==> config.mk <==
export PLATFORM = sky130hd
export DESIGN_NAME = sram_dual_port
export DESIGN_NICKNAME = d
export VERILOG_FILES = /design/src/rtl/sram_pkg.sv /design/src/rtl/sram_array.sv /design/src/rtl/sram_dual_port.sv
export SDC_FILE = /design/constraint.sdc
export NUM_CORES = 1
export LEC_CHECK = 0
export ABC_AREA = 1
export CAP_MARGIN = 0
export CORE_MARGIN = 2
export CORE_UTILIZATION = 55
export DETAILED_ROUTE_END_ITERATION = 12
export PLACE_DENSITY = 0.73
export REMOVE_ABC_BUFFERS = 1
export SYNTH_ARGS = -nofsm -noshare
export SYNTH_HDL_FRONTEND = slang
export SYNTH_SLANG_ARGS = --single-unit
==> constraint.sdc <==
create_clock -name clk -period 3.2 [get_ports clk]
set_input_delay 0.48 -clock clk [delete_from_list [all_inputs] [get_ports clk]]
set_output_delay 0.48 -clock clk [all_outputs]
set_load 0.005 [all_outputs]
==> src/rtl/sram_pkg.sv <==
// Shared types and helpers for the simple-dual-port SRAM block.
package sram_pkg;

  typedef enum logic {CLEAR, READY} sram_state_t;

  function automatic int unsigned depth_of(input int unsigned addr_bits);
    return 32'd1 << addr_bits;
  endfunction

endpackage

==> src/rtl/sram_array.sv <==
// Storage with one write and one registered read port; write-first on address collision.
// Read data/valid appear one cycle after the request; no backpressure, every request is served.
module sram_array
  import sram_pkg::*;
#(
  parameter int N         = 8,
  parameter int ADDR_BITS = 6
) (
  input  logic                 clk_i,
  input  logic                 rst_i,
  input  logic                 we_i,
  input  logic [ADDR_BITS-1:0] waddr_i,
  input  logic [N-1:0]         wdata_i,
  input  logic                 re_i,
  input  logic [ADDR_BITS-1:0] raddr_i,
  output logic [N-1:0]         rdata_o,
  output logic                 rvld_o
);

  localparam int unsigned DEPTH = depth_of(ADDR_BITS);

  logic [N-1:0] mem [DEPTH];
  logic [N-1:0] rdata_d, rdata_q;
  logic         rvld_q;

  always_ff @(posedge clk_i) begin
    if (we_i) mem[waddr_i] <= wdata_i;
  end

  // A same-address write in this cycle wins over the stored word.
  always_comb begin
    rdata_d = rdata_q;
    if (re_i) begin
      rdata_d = (we_i && (waddr_i == raddr_i)) ? wdata_i : mem[raddr_i];
    end
  end

  always_ff @(posedge clk_i) begin
    if (rst_i) begin
      rdata_q <= '0;
      rvld_q  <= 1'b0;
    end else begin
      rdata_q <= rdata_d;
      rvld_q  <= re_i;
    end
  end

  assign rdata_o = rdata_q;
  assign rvld_o  = rvld_q;

endmodule

==> src/rtl/sram_dual_port.sv <==
// Simple-dual-port SRAM that zeroes every word after reset before raising SRAM_ready.
// Read latency 1 cycle; requests arriving before SRAM_ready are dropped, not queued.
module sram_dual_port
  import sram_pkg::*;
#(
  parameter int N         = 8,
  parameter int ADDR_BITS = 6
) (
  input  logic                 clk,
  input  logic                 rst,
  input  logic                 SRAM_writeEnable,
  input  logic [ADDR_BITS-1:0] SRAM_write_address,
  input  logic [N-1:0]         SRAM_data_in,
  input  logic                 SRAM_readEnable,
  input  logic [ADDR_BITS-1:0] SRAM_read_address,
  output logic [N-1:0]         SRAM_data,
  output logic                 SRAM_data_valid,
  output logic                 SRAM_ready
);

  localparam int unsigned DEPTH = depth_of(ADDR_BITS);
  localparam logic [ADDR_BITS:0] LAST = (ADDR_BITS+1)'(DEPTH - 1);

  sram_state_t          state_d, state_q;
  logic [ADDR_BITS:0]   cnt_d, cnt_q;
  logic                 arr_we, arr_re;
  logic [ADDR_BITS-1:0] arr_waddr;
  logic [N-1:0]         arr_wdata;

  always_comb begin
    state_d   = state_q;
    cnt_d     = cnt_q;
    arr_we    = 1'b0;
    arr_re    = 1'b0;
    arr_waddr = SRAM_write_address;
    arr_wdata = SRAM_data_in;
    unique case (state_q)
      CLEAR: begin
        arr_we    = 1'b1;
        arr_waddr = cnt_q[ADDR_BITS-1:0];
        arr_wdata = '0;
        cnt_d     = cnt_q + 1'b1;
        if (cnt_q == LAST) state_d = READY;
      end
      READY: begin
        arr_we = SRAM_writeEnable;
        arr_re = SRAM_readEnable;
      end
    endcase
    // A reset edge must not disturb memory or produce a read.
    if (rst) begin
      arr_we = 1'b0;
      arr_re = 1'b0;
    end
  end

  always_ff @(posedge clk) begin
    if (rst) begin
      state_q <= CLEAR;
      cnt_q   <= '0;
    end else begin
      state_q <= state_d;
      cnt_q   <= cnt_d;
    end
  end

  sram_array #(
    .N         (N),
    .ADDR_BITS (ADDR_BITS)
  ) u_array (
    .clk_i   (clk),
    .rst_i   (rst),
    .we_i    (arr_we),
    .waddr_i (arr_waddr),
    .wdata_i (arr_wdata),
    .re_i    (arr_re),
    .raddr_i (SRAM_read_address),
    .rdata_o (SRAM_data),
    .rvld_o  (SRAM_data_valid)
  );

  assign SRAM_ready = (state_q == READY);

endmodule

## Word-level counts from Yosys, hierarchy flattened

Memories as Yosys holds them, arrays and structs flattened. A register that Yosys moved wholly into a read port is not among the register bits.
Cells that the tools add are included.

- Flip-flop bits (word level): 9
- Bits in writable memories: 512
- Logic and storage cells: 17
- Memories kept: 1

- Add/sub/neg operators: 1
- Equality and inequality tests: 1
- Multiplexer cells: 10
- Bitwise logic cells: 1

Memories:

| memory | words | width | read ports | clocked after Yosys merged registers in | wr ports | line | source |
|---|---|---|---|---|---|---|---|
| u_array.mem | 64 | 8 | 1 | 1 | 1 | sram_array.sv:22 | `logic [N-1:0] mem [DEPTH];` |

Operators by type and width:

| operator | count |
|---|---|
| $mux W8 | 1 |
| $add A7 B1 Y7 const B | 1 |
| $eq A7 B6 Y1 const B | 1 |
| $mux W1 | 7 |
| $mux W6 | 1 |
| $pmux W1 S2 | 1 |
| $not A1 Y1 | 1 |

## Logic depth before layout (Yosys ltp)

Gate-level depths: netlist of run 1.

- Depth in word-level cells: 5
- Depth in mapped cells: 14
- Mapped depth without buffers: 12

## Modules after synthesis

From an unflattened synthesis of run 1, not the netlist that was laid out.

- Cell total of the unflattened synthesis: 1917
- Area total of the unflattened synthesis: 22078.7 um2

By module, submodules not included:

| module | instances | cells an instance | area each (um2) | seq. area each (um2) |
|---|---|---|---|---|
| sram_array | 1 | 1831 | 21556.9 | 15554.9 |
| sram_dual_port | 1 | 86 | 521.8 | 160.2 |

## Worst setup path before layout of run 1

Ideal clock, no wire load.

- Path type: in2reg
- Start: input rst
- End: memory u_array.mem[40][0] (enable)
- Arrival: 2.004 ns
- Data required time: 2.805 ns
- Slack: 0.801 ns
- Cell stages on the path: 4
- Path through: clkbuf_1 -> nor2_4 -> nand3_1 -> nor4_1

- Cells in the longest elaborated chain, start to end: 3

RTL lines:

| element | line | source |
|---|---|---|
| start: declaration | sram_dual_port.sv:10 | `input logic rst,` |
| $mux W1 | sram_dual_port.sv:51 | `if (rst) begin` |
| $mux W1 | sram_array.sv:27 | `if (we_i) mem[waddr_i] <= wdata_i;` |
| $mux W1 (implied by the code) | sram_array.sv:27 |  |
| end: declaration | sram_array.sv:22 |  |

No other way between the ends.

## Worst setup path after layout of run 1

- Start: register state_q, in the netlist SRAM_ready
- End: memory u_array.mem[54][0] (enable)

- Cells in the longest elaborated chain, start to end: 5

RTL lines:

| element | line | source |
|---|---|---|
| start: declaration | sram_dual_port.sv:24 | `sram_state_t state_d, state_q;` |
| start signal: assignment | sram_dual_port.sv:62 | `state_q <= state_d;` |
| $not A1 Y1 | -- |  |
| $pmux W1 S2 | sram_dual_port.sv:37 | `unique case (state_q)` |
| $mux W1 | sram_dual_port.sv:51 |  |
| $mux W1 | sram_array.sv:27 |  |
| $mux W1 (implied by the code) | sram_array.sv:27 |  |

Parallel ways exist; a longest one is shown, timed or not.

==> results of run 1 <==
==> layout by cell type, fill, tap and decap left out, types with 2 or more instances in the layout <==
cell / netlist / layout
sky130_fd_sc_hd__a21oi_1: 17 / 17
sky130_fd_sc_hd__a21oi_2: 3 / 3
sky130_fd_sc_hd__buf_12: 0 / 14
sky130_fd_sc_hd__buf_4: 1 / 104
sky130_fd_sc_hd__bufinv_16: 0 / 9
sky130_fd_sc_hd__clkbuf_1: 39 / 4
sky130_fd_sc_hd__clkbuf_16: 0 / 50
sky130_fd_sc_hd__clkdlybuf4s50_1: 0 / 30
sky130_fd_sc_hd__clkinv_1: 0 / 7
sky130_fd_sc_hd__clkinv_2: 0 / 14
sky130_fd_sc_hd__clkinvlp_4: 0 / 5
sky130_fd_sc_hd__dfxtp_1: 17 / 17
sky130_fd_sc_hd__edfxtp_1: 512 / 512
sky130_fd_sc_hd__inv_1: 27 / 17
sky130_fd_sc_hd__inv_2: 1 / 9
sky130_fd_sc_hd__inv_4: 2 / 3
sky130_fd_sc_hd__inv_6: 0 / 4
sky130_fd_sc_hd__nand2_1: 682 / 682
sky130_fd_sc_hd__nand2_2: 3 / 3
sky130_fd_sc_hd__nand3_1: 444 / 444
sky130_fd_sc_hd__nand3_2: 3 / 3
sky130_fd_sc_hd__nand4_1: 3 / 3
sky130_fd_sc_hd__nor2_1: 73 / 73
sky130_fd_sc_hd__nor3_1: 5 / 5
sky130_fd_sc_hd__nor4_1: 9 / 9
sky130_fd_sc_hd__o21ai_0: 8 / 8
sky130_fd_sc_hd__o21ai_1: 2 / 2
sky130_fd_sc_hd__xor2_1: 3 / 3
==> power breakdown <==
group | internal (uW) | switching [uW]
clock | 3610 | 2550
sequential | 7500 | 7.71
combinational | 230 | 523
==> final cells by class <==
cell class,count,share of cell area [%]
Sequential cell,529,62.58
Multi-Input combinational cell,1266,21.96
Timing Repair Buffer,150,5.486
Clock buffer,54,5.043
Tap cell,525,2.616
Clock inverter,40,1.814
Inverter,30,0.4983
==> stage by stage <==
stage                     instance area, um^2  setup slack, ns  utilization, %  setup TNS (ns)  total power, uW
after global routing                    25110           0.4829           63.64               0            14780
final                                   25110           0.6751           63.64               0            14420
after floorplan                         21350           -1.664               -          -13.19             8058
after global placement                  23390           0.5633           59.28               0             8380
after CTS                               25110           0.6784           63.64               0            14470
after detailed placement                23390           0.5586           59.28               0             8390
==> layer usage <==
layer / vias to the layer above / GRT usage (%)
met1: 7248 / 37.44
met4: 0 / 10.04
met5: - / 0
li1: 6968 / -
met3: 116 / 4.123
met2: 814 / 43.03
==> final timing paths <==
| check | depth (start not counted) | end | startpoint | slack, ns |
|---|---|---|---|---|
| max | 8 | u_array.mem[54][0]$_DFFE_PP_ | SRAM_ready$_SDFF_PP0_ | 0.68 |
| min | 2 | cnt_q[6]$_SDFFE_PP0N_ | cnt_q[6]$_SDFFE_PP0N_ | 0.48 |
| max reg2reg | 8 | u_array.mem[54][0]$_DFFE_PP_ | SRAM_ready$_SDFF_PP0_ | 0.68 |
| min reg2reg | 2 | cnt_q[6]$_SDFFE_PP0N_ | cnt_q[6]$_SDFFE_PP0N_ | 0.48 |
==> sequential cells by signal, summed over array words and instances (netlist names) <==
name and flops:
u_array.rvld_o 1, cnt_q 7, u_array.mem 512, u_array.rdata_o 8, SRAM_ready 1
==> worst min-delay path, cell delays in order, from the launching register on <==
cell and delay [ns]:
sky130_fd_sc_hd__dfxtp_1 0.32, sky130_fd_sc_hd__inv_1 0.06, sky130_fd_sc_hd__a21oi_1 0.06
==> cells by family (layout without fill, tap and decap cells) <==
family | Yosys count | count (layout) | share of synthesized area (%)
AOI/OAI and AO/OA | 33 | 33 | 0.8816
xor gates and xnor gates | 3 | 3 | 0.1202
adders and majority gates | 1 | 1 | 0.05723
buffers and inverters | 144 | 274 | 2.879
DFF | 529 | 529 | 71.89
and+or+nand+nor | 1229 | 1229 | 24.17
==> tab_implementation.tex, run 1 <==
\begin{tabular}{lr}
\hline
Metric & Value \\
\hline
\multicolumn{2}{l}{\textbf{Outcome}} \\
\quad Status & complete, no violations \\
\multicolumn{2}{l}{\textbf{STA}} \\
\quad Max Freq & 0.3961 GHz \\
\quad Relative slew margins & 51.28\% \\
\quad Final worst path period need & 2.525 ns \\
\quad Final slew viol count & 0 \\
\quad Skew final & 0.03198 ns \\
\quad Slew @ Worst Pin & 0.7297 ns \\
\quad Number of hold violations in the final report & 0 \\
\quad Final worst-path cycle share & 78.90\% \\
\quad RSZ-0062 raised after global routing & no \\
\quad Hold Slack & 0.4782 ns \\
\quad Setup-violating endpoint count in the final report & 0 \\
\multicolumn{2}{l}{\textbf{Yosys}} \\
\quad Share of flip-flops with an asynchronous set or reset & 0\% \\
\quad Main area contributors after synthesis & sky130\_fd\_sc\_hd\_\_edfxtp\_1 70\%, sky130\_fd\_sc\_hd\_\_nand2\_1 12\%, sky130\_fd\_sc\_hd\_\_nand3\_1 10\%, sky130\_fd\_sc\_hd\_\_dfxtp\_1 1.6\%, sky130\_fd\_sc\_hd\_\_nor2\_1 1.3\% \\
\quad Sequential-to-total area share from yosys stat & 71.89\% \\
\quad Cell taking the most area after synthesis & sky130\_fd\_sc\_hd\_\_edfxtp\_1 \\
\quad Average footprint of a synthesized cell & 11.27 um\^{}2 \\
\quad Cell area after synthesis & 0.02186 mm\^{}2 \\
\quad Number of flip-flops and latches in the synthesized netlist & 529 \\
\quad Ys Warns & 0 \\
\quad Fraction of post-synthesis cell area in the top cell type by area & 70.34\% \\
\quad Top\_reg\_cell synth & sky130\_fd\_sc\_hd\_\_edfxtp\_1 \\
\quad Ranking of synthesized cells by instance count & 682 x sky130\_fd\_sc\_hd\_\_nand2\_1, 512 x sky130\_fd\_sc\_hd\_\_edfxtp\_1, 444 x sky130\_fd\_sc\_hd\_\_nand3\_1 \\
\quad Yosys cell types & 34 \\
\quad Number of flops mapped to enable cells by yosys & 512 \\
\quad Count of mapped cells out of synthesis & 1939 \\
\quad Most frequently used cell type in the post-synthesis netlist & sky130\_fd\_sc\_hd\_\_nand2\_1 \\
\multicolumn{2}{l}{\textbf{Global routing}} \\
\quad Via count of the first global-routing pass & 14620 \\
\quad Global-route wire length before repair & 83320 um \\
\quad Overall fraction of global-route tracks in use & 26.80\% \\
\quad Overflow after GRT & 0 \\
\quad Antenna violations before repair & 0 \\
\quad Pin count of the biggest net entering global routing & 129 \\
\multicolumn{2}{l}{\textbf{Critical path}} \\
\quad Number of buffer and inverter stages on the critical path & 3 \\
\quad Cell type of the slowest stage on the worst timing path & sky130\_fd\_sc\_hd\_\_dfxtp\_1 \\
\quad Cell family with most CP delay & simple AND/OR/NAND/NOR gates \\
\quad Largest driver fanout on the critical path & 11 \\
\quad Type of the worst setup path & register to register \\
\quad CP peak stage delay & 0.54 ns \\
\quad CP arrival & 2.84 ns \\
\quad Endpoint required time on the critical path & 3.52 ns \\
\quad Critical path launch point type & register \\
\quad Setup crit end kind & register \\
\quad Cell-by-cell trace of the critical path & buf\_4 -> nand2\_1 -> o21ai\_1 -> inv\_1 -> nor2\_1 -> nand2\_1 -> nor2\_1 -> buf\_4 \\
\multicolumn{2}{l}{\textbf{Detailed routing}} \\
\quad Vias per cell & 5.839 \\
\quad \# DRC & 0 \\
\quad Post-route ant nets & 0 \\
\quad Wirelength, routed & 54660 um \\
\quad Detailed router's first-iteration violation count & 1896 \\
\quad Vias & 15150 \\
\quad Routed met2 length & 25930 um \\
\quad Sum of routed wire segments on met1 & 21800 um \\
\quad Top layer used by detailed routing & met4 \\
\quad Met3 routed wirelength & 5183 um \\
\quad TritonRoute pass-1 iters & 5 \\
\quad Mean routed wirelength per cell & 21.07 um \\
\multicolumn{2}{l}{\textbf{Floorplan}} \\
\quad Horizontal die dimension & 203.4 um \\
\quad Total Die Area & 0.04135 mm\^{}2 \\
\quad Core Rows & 73 \\
\quad Io pins & 34 \\
\quad Y dimension of the die & 203.4 um \\
\quad Core area & 0.03946 mm\^{}2 \\
\quad Effective utilization at floorplan & 55.40\% \\
\multicolumn{2}{l}{\textbf{Clock network}} \\
\quad PostCTS Resize Cnt & 0 \\
\quad CTS Buffer Depth & 3 \\
\quad \# clock sinks & 529 \\
\quad Number of buffers inserted by hold repair at cts & 0 \\
\quad Total clock buffers created by CTS & 50 \\
\quad TritonCTS clock tree & yes \\
\quad Insertion delay of the later-clocked pin in the worst-skew pair & 0.61 ns \\
\quad Total setup buffers inserted after CTS & 0 \\
\quad Clock input transition at the sequential cells of the worst setup and hold paths & 0.06 ns \\
\quad Root buffer cell & sky130\_fd\_sc\_hd\_\_clkbuf\_16 \\
\quad Htree depth & 2 \\
\multicolumn{2}{l}{\textbf{Final layout}} \\
\quad Area of the multi-input gates & 0.005514 mm\^{}2 \\
\quad Sequential cell area & 0.01572 mm\^{}2 \\
\quad Count of inserted antenna diode cells & 0 \\
\quad Final Instance Count excl. Fillers & 2594 \\
\quad Proportion of layout cells with a drive suffix above 1 & 11.26\% \\
\quad Layout-stage area growth over the synthesis result & 14.88\% \\
\quad Fill cell count & 2983 \\
\quad Net count of the finished layout & 2052 \\
\multicolumn{2}{l}{\textbf{Placed design}} \\
\quad Dpl cells & 2500 \\
\quad Final GP Congestion & 0.8952 \\
\quad Number of buffers inserted by port buffering & 33 \\
\quad HPWL after detailed placement & 33360 um \\
\multicolumn{2}{l}{\textbf{Pwr}} \\
\quad Power per cell area & 574.2 mW/mm\^{}2 \\
\quad Worst voltage drop across the vdd grid & 508.8 uV \\
\quad Leak & 0.009533 uW \\
\multicolumn{2}{l}{\textbf{Flow run}} \\
\quad Maximum Capacitance Violations & 0 \\
\multicolumn{2}{l}{\textbf{Min path}} \\
\quad Min-Delay Path Class & register to register \\
\hline
\end{tabular}
Power figures use the tool's default switching activity.
==> run 2: changes to the inputs <==
--- a/config.mk
+++ b/config.mk
@@ -10,7 +10,7 @@
 export CORE_MARGIN = 2
 export CORE_UTILIZATION = 55
 export DETAILED_ROUTE_END_ITERATION = 12
-export PLACE_DENSITY = 0.73
+export PLACE_DENSITY = 0.76
 export REMOVE_ABC_BUFFERS = 1
 export SYNTH_ARGS = -nofsm -noshare
 export SYNTH_HDL_FRONTEND = slang
==> constraint.sdc (replaced) <==
create_clock -name clk -period 2 [get_ports clk]
set_input_delay 0.3 -clock clk [delete_from_list [all_inputs] [get_ports clk]]
set_output_delay 0.3 -clock clk [all_outputs]
set_load 0.005 [all_outputs]
==> tab_implementation.tex, run 2 (synthesized netlist as in run 1, its figures left out) <==
\begin{tabular}{lr}
\hline
Metric & Value \\
\hline
\multicolumn{2}{l}{\textbf{Critical path}} \\
\quad Setup crit end kind & register \\
\quad Number of buffer and inverter stages on the critical path & 5 \\
\quad Cell type of the slowest stage on the worst timing path & sky130\_fd\_sc\_hd\_\_dfxtp\_2 \\
\quad Largest driver fanout on the critical path & 12 \\
\quad CP peak stage delay & 0.38 ns \\
\quad Critical path launch point type & register \\
\quad Endpoint required time on the critical path & 2.27 ns \\
\quad Cell family with most CP delay & buffers and inverters \\
\quad Type of the worst setup path & register to register \\
\quad Top cell by count, worst path & sky130\_fd\_sc\_hd\_\_buf\_4 \\
\quad CP arrival & 2.20 ns \\
\quad Cell-by-cell trace of the critical path & inv\_4 -> nand2\_1 -> o21ai\_1 -> buf\_4 -> clkinvlp\_4 -> nand3\_1 -> buf\_4 -> nor2\_1 -> buf\_4 \\
\multicolumn{2}{l}{\textbf{Global routing}} \\
\quad Pin count of the biggest net entering global routing & 70 \\
\quad Antenna violations before repair & 1 \\
\quad Global-route wire length before repair & 84620 um \\
\quad Overall fraction of global-route tracks in use & 27.12\% \\
\quad Via count of the first global-routing pass & 14990 \\
\quad Overflow after GRT & 0 \\
\multicolumn{2}{l}{\textbf{Pwr}} \\
\quad Leak & 0.009829 uW \\
\quad Clk network pwr share & 41.7\% \\
\quad Combinational cell fraction of total power & 5.9\% \\
\quad Power per cell area & 892.0 mW/mm\^{}2 \\
\quad Sequential power share & 52.4\% \\
\quad Worst voltage drop across the vdd grid & 920.4 uV \\
\quad Switching portion of total power & 20.85\% \\
\quad Internal Dissipation & 18160 uW \\
\quad Net switching power figure & 4784 uW \\
\multicolumn{2}{l}{\textbf{Min path}} \\
\quad Min-Delay Path Class & primary input to register \\
\multicolumn{2}{l}{\textbf{Final layout}} \\
\quad Most frequent cells in the layout & 679 x sky130\_fd\_sc\_hd\_\_nand2\_1, 512 x sky130\_fd\_sc\_hd\_\_edfxtp\_1, 443 x sky130\_fd\_sc\_hd\_\_nand3\_1 \\
\quad Net count of the finished layout & 2103 \\
\quad Post-route design area & 0.02572 mm\^{}2 \\
\quad Top reg by flops & u\_array.mem \\
\quad Final Instance Count excl. Fillers & 2641 \\
\quad Most common library cell in the layout ignoring fill and taps & sky130\_fd\_sc\_hd\_\_nand2\_1 \\
\quad Layout-stage area growth over the synthesis result & 17.67\% \\
\quad Fill cell count & 2850 \\
\quad Proportion of layout cells with a drive suffix above 1 & 13.66\% \\
\quad Largest register FFs & 512 \\
\multicolumn{2}{l}{\textbf{Floorplan}} \\
\quad Horizontal die dimension & 203.4 um \\
\quad Core Rows & 73 \\
\quad Effective utilization at floorplan & 55.40\% \\
\quad Y dimension of the die & 203.4 um \\
\quad Io pins & 34 \\
\quad Core area & 0.03946 mm\^{}2 \\
\quad Total Die Area & 0.04135 mm\^{}2 \\
\multicolumn{2}{l}{\textbf{Detailed routing}} \\
\quad Mean routed wirelength per cell & 20.91 um \\
\quad Post-route ant nets & 0 \\
\quad Detailed router's first-iteration violation count & 2301 \\
\quad \# DRC & 0 \\
\quad Vias per cell & 5.879 \\
\quad Vias & 15530 \\
\quad TritonRoute pass-1 iters & 6 \\
\quad Wirelength, routed & 55230 um \\
\multicolumn{2}{l}{\textbf{STA}} \\
\quad Final slew viol count & 0 \\
\quad Relative slew margins & 71.60\% \\
\quad RSZ-0062 raised after global routing & yes \\
\quad Slew @ Worst Pin & 0.4260 ns \\
\quad Final worst path period need & 1.926 ns \\
\quad Final worst-path cycle share & 96.31\% \\
\quad Setup-violating endpoint count in the final report & 0 \\
\quad Max Freq & 0.5192 GHz \\
\quad Worst setup slack after layout & 0.07388 ns \\
\quad Number of hold violations in the final report & 0 \\
\quad Skew final & 0.01291 ns \\
\multicolumn{2}{l}{\textbf{Outcome}} \\
\quad Status & complete, no violations \\
\multicolumn{2}{l}{\textbf{Clock network}} \\
\quad TritonCTS clock tree & yes \\
\quad Clock input transition at the sequential cells of the worst setup and hold paths & 0.06 ns \\
\quad Htree depth & 2 \\
\quad \# clock sinks & 529 \\
\quad Insertion delay of the later-clocked pin in the worst-skew pair & 0.57 ns \\
\quad Root buffer cell & sky130\_fd\_sc\_hd\_\_clkbuf\_16 \\
\quad Total clock buffers created by CTS & 50 \\
\quad CTS Buffer Depth & 3 \\
\multicolumn{2}{l}{\textbf{Placed design}} \\
\quad Final GP Congestion & 0.9538 \\
\quad HPWL after detailed placement & 35350 um \\
\quad Standard cell area after detailed placement & 0.02397 mm\^{}2 \\
\quad Dpl cells & 2551 \\
\quad Number of buffers inserted by port buffering & 33 \\
\quad Worst-case setup slack after placement & -0.2030 ns \\
\multicolumn{2}{l}{\textbf{Flow run}} \\
\quad Maximum Capacitance Violations & 0 \\
\hline
\end{tabular}
-- run 2: changes by cell type in the layout (fill, tap and decap cells not counted), sizes merged --
cell    before  now
clkinv      23   18
bufinv       9    7
buf        120  171
clkbuf      54   60
inv         33   29
diode        0    1
-- run 2: what timing repair did --
item,4_1_cts,5_1_grt
buffers inserted,0,0
gates resized for setup,6,12
endpoints found under the hold margin,0,0
hold buffers,0,0
setup endpoints to repair,106,419
-- run 2: through the flow --
| step | hold WS (ns) | util [%] | total power, uW | TNS, ns |
|---|---|---|---|---|
| 6_report | 0.4819 | 65.19 | 22940 | 0 |
| 5_1_grt | 0.4989 | 65.19 | 23540 | -0.04232 |
| 4_1_cts | 0.4483 | 65.04 | 22960 | 0 |
| 3_5_place_dp | 0.4694 | 60.75 | 13550 | -55.88 |
| 3_3_place_gp | 0.4529 | 60.75 | 13530 | -41.27 |
| 2_1_floorplan | 0.3624 | - | 12890 | -139.67 |
-- run 2: routing by layer --
layer | GRT usage [%] | part of all wire (%) | vias to the layer above
li1 | - | - | 7053
met1 | 36.73 | 38 | 7389
met2 | 44.09 | 48 | 943
met3 | 4.586 | 10 | 141
met4 | 11.05 | 3.8 | 0
met5 | 0 | 0 | -
-- run 2: power groups by stage --
stage | registers, uW | logic (uW) | clock network [uW]
6_report | 12000 | 1360 | 9570
4_1_cts | 12000 | 1320 | 9630
5_1_grt | 12000 | 1460 | 10100
3_3_place_gp | 12200 | 1280 | 0
3_5_place_dp | 12300 | 1300 | 0
2_1_floorplan | 12200 | 645 | 0
-- run 2: final timing paths --
kind                                            start                               to  slack (ns)  cells after the start
worst max-delay path            SRAM_ready$_SDFF_PP0_      u_array.mem[2][1]$_DFFE_PP_        0.07                      9
worst min-delay path                  SRAM_data_in[7]  u_array.rdata_o[7]$_SDFFE_PP0P_        0.48                      5
worst max register to register  SRAM_ready$_SDFF_PP0_      u_array.mem[2][1]$_DFFE_PP_        0.07                      9
worst min register to register  cnt_q[6]$_SDFFE_PP0N_            cnt_q[6]$_SDFFE_PP0N_        0.48                      2
-- run 2: area by class of cell --
type                    instances  area (um^2)  share of cell area (%)
clock buffers                  60         1353                   5.259
repair buffers                201         1968                   7.652
inverters                      30        128.9                  0.5010
multi-input cells            1266         5577                   21.68
flip-flops and latches        529        15720                   61.10
clock inverters                29        319.1                   1.240
diodes                          1        2.502                0.009729
well taps                     525        656.9                   2.554
-- run 2: tightest hold or removal path: cells and delay by family --
kind	cells	cell delay (ns)
buffers and inverters	1	0.40
and+or+nand+nor	2	0.17
AOI/OAI and AO/OA	2	0.12
==> patch: new RTL, config.mk and constraints of run 2 <==
`ADDR_BITS` is set to 6 in 2 places; all go to 5.
--- a/src/rtl/sram_array.sv
+++ b/src/rtl/sram_array.sv
@@ -6,3 +6,3 @@
   parameter int N         = 8,
-  parameter int ADDR_BITS = 6
+  parameter int ADDR_BITS = 5
 ) (
--- a/src/rtl/sram_dual_port.sv
+++ b/src/rtl/sram_dual_port.sv
@@ -6,3 +6,3 @@
   parameter int N         = 8,
-  parameter int ADDR_BITS = 6
+  parameter int ADDR_BITS = 5
 ) (
Ports: changed (resized SRAM_read_address and SRAM_write_address); port bits go from 34 to 32. The function was not compared with the original's and may differ.
==> patch against run 2 <==
  * Sequential cell count decreased by 257
  * Design area decreased by 47%
  * Register-to-register slack improved by 0.06 ns
  * Synthesized area decreased by 48%
  * Via count decreased by 48%
  * Total power decreased by 47%
  * Wire length decreased by 49%
  * Worst setup slack improved by 0.0089 ns
  * Critical path type is now reg2out
==> patch: results (changes against run 2) <==
synth:
  syn-instance-count: 1019  # was 1,939
  synth.area.top_cells: "edfxtp_1, nand2_1, nand3_1"  # unchanged
  ys_top_cells_by_count: "edfxtp_1, nand2_1, nand3_1"  # was nand2_1, edfxtp_1, nand3_1
  synth_edf_count: 256  # was 512
  yosysSeqAreaShare_pct: 69.8  # was 71.9%
  synth_cell_types: 30  # was 34
worst_setup_path:
  regToRegSetupSlack_ns: 0.13  # was 0.07 ns
  endpoint: "SRAM_ready"  # was u_array.mem[2][1]$_DFFE_PP_
  cp_data_arrival_time_ns: 1.62  # was 2.20 ns
  reg2reg_depth: 7  # was 9
detailed_routing:
  wl_per_cell_um: 20.3  # was 20.9 um
  drt_iter0_markers: 1178  # was 2,301
  drtPass1Iterations: 5  # was 6
  vias: 8064  # was 15.5k
cells_and_area:
  nets: 1121  # was 2,103
  largest_register_ffs: 256  # was 512
  layoutNonFillerInstCount: 1389  # was 2,641
  final.fill_count: 1432  # was 2,850
power_and_ir_drop:
  power.internal_mw: 9.59  # was 18.2 mW
  peakVddDrop_mv: 0.670  # was 0.920 mV
  clock_power_mw: 5.27  # was 9.57 mW
  finalPower_mw: 12.2  # was 22.9 mW
  power_leakage_nw: 4.98  # was 9.83 nW
placed_design:
  place_ws_ns: -0.0942  # was -0.203 ns
  numPortBuffers: 31  # was 33
  dp_hpwl_um: 17800  # was 35,400 um
  placed_cells: 1339  # was 2,551
  dpl_cell_area_um2: 12600  # was 24,000 um2
clocking:
  cts_resized: 1  # was 6
  clk_latency_ns: 0.54  # was 0.57 ns
  numCtsBuffers: 27  # was 50
  htreeDepth: 1  # was 2
worst_hold_path:
  min_path_cells: 3  # was 5
  worstHoldStart: "SRAM_readEnable"  # was SRAM_data_in[7]
  hold-path-endpoint: "u_array.rvld_o$_SDFF_PP0_"  # was u_array.rdata_o[7]$_SDFFE_PP0P_
grt:
  grt_max_degree: 77  # was 70
  grt_pass1_wl_um: 43600  # was 84,600 um
  grtUsageTotal_pct: 26.1  # was 27.1%
  first_global_vias: 7654  # was 15.0k
sta:
  fin_crit_ns: 1.92  # was 1.93 ns
  tightest_slew_ns: 0.432  # was 0.426 ns
  holdWs_ns: 0.401  # was 0.482 ns
outcome:
  status: "completed"  # unchanged
[patch: logic make-up (layout without fill, tap and decap cells)]
| logic type | after synthesis | after routing | share of synthesized area [%] |
|---|---|---|---|
| AND/OR/NAND/NOR | 541 | 541 | 20.5 |
| AO/OA/AOI/OAI | 106 | 106 | 5.66 |
| flip-flops | 272 | 272 | 69.8 |
| adder cells (fa/ha/maj) | 1 | 1 | 0.109 |
| buffers and inverters | 99 | 199 | 3.95 |
[patch: per-layer routing]
metal | track usage (%) | share of wire (%)
met5 | 0 | 0
met2 | 42.2 | 47
met1 | 37.5 | 41
met4 | 8.52 | 3.3
met3 | 3.40 | 8.4
[patch: worst max-delay path, cell delays in order, from the launching register on]
cell	delay (ns)
dfxtp_2	0.39
buf_6	0.17
clkdlybuf4s50_1	0.53
[patch: layout make-up]
type	instances	area (um2)	area share, %
clock buffer	40	903	6.68
clock inverter	10	67.6	0.499
inverter	39	148	1.09
multi-input combinational	648	3010	22.3
sequential	272	8010	59.2
tap	270	338	2.50
timing repair buffer	110	1050	7.76
